## src/rtl/mips_cpu_lsu_pkg.sv

```systemverilog
// mips_cpu_lsu_pkg: op and state encodings shared by the load/store unit.
package mips_cpu_lsu_pkg;
  typedef enum logic [3:0] {LB = 4'd0, LBU, LH, LHU, LW, LWL, LWR, SB, SH, SW} lsu_op_t;
  typedef enum logic [2:0] {IDLE, LOAD, WRITE, RMW_RD, RMW_WR, ERR} state_t;
  function automatic logic is_load(input logic [3:0] op);
    return op <= LWR;
  endfunction
  function automatic logic is_store(input logic [3:0] op);
    return op >= SB && op <= SW;
  endfunction
endpackage

```

## src/rtl/mips_cpu_lsu_align.sv

```systemverilog
// mips_cpu_lsu_align: load extraction, sub-word store merge and alignment check.
module mips_cpu_lsu_align
  import mips_cpu_lsu_pkg::*;
#(
  parameter bit CHECK_ALIGN = 1'b1
) (
  input  logic [3:0]  i_op,
  input  logic [1:0]  i_k,
  input  logic [31:0] i_mem,
  input  logic [31:0] i_rt_old,
  input  logic [31:0] i_wdata,
  output logic [31:0] o_load,
  output logic [31:0] o_store,
  output logic        o_misaligned
);
  logic [4:0]  w_sh;
  logic [4:0]  w_shl;
  logic [4:0]  w_hs;
  logic [7:0]  w_byte;
  logic [15:0] w_half;
  assign w_sh   = {i_k, 3'b000};
  assign w_shl  = {~i_k, 3'b000};
  assign w_hs   = {i_k[1], 4'b0000};
  assign w_byte = 8'(i_mem >> w_sh);
  assign w_half = i_k[1] ? i_mem[31:16] : i_mem[15:0];
  always_comb begin
    case (i_op)
      LB:      o_load = {{24{w_byte[7]}}, w_byte};
      LBU:     o_load = {24'd0, w_byte};
      LH:      o_load = {{16{w_half[15]}}, w_half};
      LHU:     o_load = {16'd0, w_half};
      LWL:     o_load = (i_mem << w_shl) | (i_rt_old & ((32'd1 << w_shl) - 32'd1));
      LWR:     o_load = (i_mem >> w_sh) | (i_rt_old & ~(32'hFFFF_FFFF >> w_sh));
      default: o_load = i_mem;
    endcase
  end
  assign o_store = (i_op == SB) ? (i_mem & ~(32'hFF << w_sh)) | ({24'd0, i_wdata[7:0]} << w_sh)
                 : (i_op == SH) ? (i_mem & ~(32'hFFFF << w_hs)) | ({16'd0, i_wdata[15:0]} << w_hs)
                 : i_wdata;
  // Undefined opcodes share the error path with misaligned accesses.
  assign o_misaligned = (i_op > SW)
    || (CHECK_ALIGN && (((i_op == LH || i_op == LHU || i_op == SH) && i_k[0])
                     || ((i_op == LW || i_op == SW) && i_k != 2'b00)));
endmodule

```

## src/rtl/mips_cpu_lsu.sv

```systemverilog
// mips_cpu_lsu: FSM turning core load/store requests into word-aligned bus cycles.
module mips_cpu_lsu
  import mips_cpu_lsu_pkg::*;
#(
  parameter bit CHECK_ALIGN = 1'b1
) (
  input  logic        clk,
  input  logic        rst_n,
  input  logic        i_req_valid,
  output logic        o_req_ready,
  input  logic [3:0]  i_req_op,
  input  logic [31:0] i_req_addr,
  input  logic [31:0] i_req_wdata,
  input  logic [31:0] i_req_rt_old,
  output logic        o_resp_valid,
  output logic [31:0] o_resp_rdata,
  output logic        o_resp_err,
  output logic [31:0] o_data_address,
  output logic        o_data_read,
  output logic        o_data_write,
  output logic [31:0] o_data_writedata,
  input  logic [31:0] i_data_readdata
);
  state_t      r_state;
  logic [3:0]  r_op;
  logic [31:0] r_addr;
  logic [31:0] r_wdata;
  logic [31:0] r_rt_old;
  logic [31:0] r_buf;
  logic [31:0] w_load;
  logic [31:0] w_store;
  logic        w_mis;
  logic        w_idle;
  assign w_idle = r_state == IDLE;
  // Alignment is judged on the live request while idle, on the latched one otherwise.
  mips_cpu_lsu_align #(.CHECK_ALIGN(CHECK_ALIGN)) u_align (
    .i_op        (w_idle ? i_req_op : r_op),
    .i_k         (w_idle ? i_req_addr[1:0] : r_addr[1:0]),
    .i_mem       (i_data_readdata),
    .i_rt_old    (r_rt_old),
    .i_wdata     (r_wdata),
    .o_load      (w_load),
    .o_store     (w_store),
    .o_misaligned(w_mis)
  );
  assign o_req_ready      = w_idle;
  assign o_data_address   = {r_addr[31:2], 2'b00};
  assign o_data_read      = r_state == LOAD || r_state == RMW_RD;
  assign o_data_write     = r_state == WRITE || r_state == RMW_WR;
  assign o_data_writedata = r_state == RMW_WR ? r_buf : r_state == WRITE ? r_wdata : 32'd0;
  always_ff @(posedge clk or negedge rst_n) begin
    if (!rst_n) begin
      r_state      <= IDLE;
      r_op         <= '0;
      r_addr       <= '0;
      r_wdata      <= '0;
      r_rt_old     <= '0;
      r_buf        <= '0;
      o_resp_valid <= 1'b0;
      o_resp_err   <= 1'b0;
      o_resp_rdata <= '0;
    end else begin
      o_resp_valid <= 1'b0;
      o_resp_err   <= 1'b0;
      case (r_state)
        IDLE: if (i_req_valid) begin
          r_op     <= i_req_op;
          r_addr   <= i_req_addr;
          r_wdata  <= i_req_wdata;
          r_rt_old <= i_req_rt_old;
          r_state  <= w_mis ? ERR : is_load(i_req_op) ? LOAD : i_req_op == SW ? WRITE : RMW_RD;
        end
        LOAD: begin
          o_resp_rdata <= w_load;
          o_resp_valid <= 1'b1;
          r_state      <= IDLE;
        end
        RMW_RD: begin
          r_buf   <= w_store;
          r_state <= RMW_WR;
        end
        ERR: begin
          o_resp_valid <= 1'b1;
          o_resp_err   <= 1'b1;
          r_state      <= IDLE;
        end
        default: begin
          o_resp_valid <= 1'b1;
          r_state      <= IDLE;
        end
      endcase
    end
  end
endmodule

```

## config.mk

```make
export PLATFORM = sky130hd
export DESIGN_NAME = mips_cpu_lsu
export DESIGN_NICKNAME = d
export VERILOG_FILES = /design/src/rtl/mips_cpu_lsu_pkg.sv /design/src/rtl/mips_cpu_lsu_align.sv /design/src/rtl/mips_cpu_lsu.sv
export SDC_FILE = /design/constraint.sdc
export NUM_CORES = 1
export LEC_CHECK = 0
export BUFFER_PORTS_ARGS = -buffer_cell sky130_fd_sc_hd__buf_2
export CORE_MARGIN = 2
export CORE_UTILIZATION = 30
export DETAILED_ROUTE_END_ITERATION = 12
export RECOVER_POWER = 50
export SYNTH_ARGS = -nofsm -noshare
export SYNTH_HDL_FRONTEND = slang
export SYNTH_SLANG_ARGS = --single-unit
```

## constraint.sdc

```tcl
create_clock -name clk -period 7.8 [get_ports clk]
set_input_delay 0.78 -clock clk [delete_from_list [all_inputs] [get_ports clk]]
set_output_delay 0.78 -clock clk [all_outputs]
set_load 0.01 [all_outputs]
```

==> metrics.md <==
| Metric | Value |
|---|---|
| Outcome | finished, violations left |
| Failing checks | max-capacitance violations, max-slew violations |
| Final ANT Viol Nets | 0 |
| Final Setup Violations | 0 |
| Longest Clk Path Bufs | 2 |
| FF-to-FF setup slack | 4.51 ns |
| Port Buffers | 233 |
| # IOs | 236 |
| Largest net degree at the start of global routing | 103 |
| Clock-pin transition on the worst setup and hold timing paths | 0.07 ns |
| Total negative slack | 0 ns |
| Hold WS | 0.475 ns |
| DIE HEIGHT | 190 µm |
| Crit path required time | 8.29 ns |
| Initial antenna violation count | 2 |
| Storage element area | 4230 µm² |
| Total GRT Usage | 20.6% |
| Hold buffer count at cts | 0 |
| Minimum clock period | 3.53 ns |
| Final Non-Filler Cells | 1,842 |
| Num CTS Buffers | 17 |
| Maxcap violations | 1 |
| Final Total Pwr | 5.11 mW |
| CP max FO | 61 |
| Starting Density | 30.3% |
| Nets | 1,509 |
| Post-detail-place hpwl | 25,800 µm |
| Power per cell area | 423 nW/µm² |
| Synth Flop Type | dfrtp_1 |
| GRT overflow | 0 |
| CP top delay family | buffers and inverters |
| Endpoint class of the critical path | asynchronous set/reset pin |
| Worst slew pin tran | 3.23 ns |
| Clock skew | 0.0199 ns |
| Final-layout fill cell count | 3,613 |
| Share of layout cells above drive strength 1 | 20.5% |
| F_max | 284 MHz |
| EDFF count, synth | 0 |
| Kind of start point of the critical path | input pin |
| Die width | 190 µm |
| Core Rows | 68 |
| Antenna Cells | 0 |
| Syn Area/Cell | 8.37 µm² |
| RSZ-0062 raised after global routing | false |
| Leak Pwr | 5.73 nW |
| Post-route cell area | 12,100 µm² |
| Post-cts resize count | 0 |
| Clk_lat worst skew | 0.46 ns |
| First-pass GRT wire length | 56,600 µm |
| DRC Markers | 0 |
| CTS tree | built |
| Placement-stage cell area | 11,500 µm² |
| Placed insts | 1,810 |
| CP max-delay cell | clkbuf_1 |
| GP Congestion | 0.892 |
| Final Slew Violations | 56 |
| Postcts setup bufs | 0 |
| Register area share after synthesis | 40.8% |
| Final Cycle Share | 45.2% |
| H-tree Lvls | 4 |
| Core area | 34,300 µm² |
| Crit-path max cell delay | 2.25 ns |
| First drt pass iteration count | 8 |
| DR WL/cell | 20.1 µm |
| Area occupied by multi-input gates | 5440 µm² |
| Yosys reg bits | 169 |
| Area Growth Syn to Fin | 16.4% |
| Vias in the first global route | 9,261 |
| Peak VDD IR | 0.000245 V |
| Async S/R FF share, synth | 100% |
| Slew headroom | -115% |
| Clock Root Buffer | clkbuf_16 |
| Clock sinks | 169 |
| Synthesized area | 10,400 µm² |
| DIE AREA | 36,100 µm² |
| Endpoints failing hold | 0 |
| CP cell instances | clkbuf_1, buf_4 |
| Initial DRC Count | 901 |
| Hold crit path type | flip-flop to flip-flop |
| CP Buf/Inv Count | 2 |
| Yosys warns | 0 |
| Crit path arrival time | 4.01 ns |
| Vias post-DR | 9,681 |
| WS Path Type | input pin to asynchronous set/reset pin |
| Post-synth cell types | 69 |
| Post-synthesis cell count | 1,240 |
| DRT Wirelength | 37,000 µm |
| DR vias/cell | 5.26 |
==> synthesized netlist by cell type (all sizes together) (4+ instances only) <==
master	number	share of area, %
clkbuf	63	2.3
a31oi	18	1.1
nor3	20	0.96
nand3	14	0.72
nor3b	4	0.29
o221ai	8	0.68
nor2	69	2.6
o21ai	49	2.4
nor2b	4	0.24
mux2i	81	8.2
o22a	5	0.42
mux4	9	2.0
and3	16	0.96
o22ai	12	0.78
or3	4	0.24
a22oi	4	0.29
mux2	13	1.4
a22o	49	4.2
inv	4	0.17
o21a	4	0.29
a21oi	80	4.0
a211oi	17	1.8
dfrtp	169	41
buf	69	4.7
nand2	410	15
==> cells by family after synthesis <==
kind of cell    count (synthesis)  synth area share, %
xor+xnor                        2                0.169
compound gates                271                 18.1
other cells                     1               0.0361
mux                           103                 11.6
simple gates                  558                 22.1
flops                         169                 40.8
buf+inv                       136                 7.19
==> per-layer routing <==
layer	routed length (µm)	track usage [%]	part of all wire [%]
met5	13	0	0.035
met1	16600	28.9	45
met3	3570	5.92	9.6
met2	16100	30.8	44
met4	664	5.72	1.8
==> where the power goes <==
part | switching (mW) | internal (mW) | total (mW) | leakage [nW]
Combinational | 1.53 | 0.938 | 2.47 | 3.39
Sequential | 0.419 | 1.30 | 1.72 | 2.04
Clock | 0.402 | 0.513 | 0.915 | 0.296
==> cell usage in the layout (no fill, tap or decap), drive strengths merged, types with 5 or more instances in the layout <==
master  synthesis  final
nand2         410    410
buf            69    197
dfrtp         169    169
mux2i          81     81
a21oi          80     80
nor2           69     69
clkbuf         63     67
a22o           49     49
o21ai          49     49
nor3           20     20
a31oi          18     18
a211oi         17     17
and3           16     16
nand3          14     14
mux2           13     13
o22ai          12     12
inv             4     11
mux4            9      9
o221ai          8      8
o22a            5      5
==> flip-flops by register name, indices dropped and copies added, names as in the netlist <==
name	flops
r_rt_old	32
r_state	3
o_resp_err	1
r_buf	32
r_addr	32
o_resp_valid	1
o_resp_rdata	32
r_wdata	32
r_op	4
==> final timing paths <==
path,from,to,cells past startpoint
max in group clk,r_state[1],o_resp_rdata[10],9
min,r_addr[15],r_addr[15],2
max,rst_n,r_rt_old[20],2
max reg2reg,r_state[1],o_resp_rdata[10],9
min reg2reg,r_addr[15],r_addr[15],2
min in group asynchronous,rst_n,r_addr[16],1
==> through the flow <==
step	worst slack (ns)	utilization, %
finish	4.27	35.2
floorplan	5.22	-
global route	3.58	35.2
CTS	4.57	35.4
global placement	4.65	33.6
detailed placement	4.58	33.6
==> area by class of cell <==
type,count,area share (%)
clock buffers,18,3.56
clock inverters,14,1.53
inverters,4,0.145
multi-input cells,936,45.1
flip-flops and latches,169,35.0
well taps,455,4.72
repair buffers,246,9.96
Note: power is estimated with default switching activity, not from simulation.
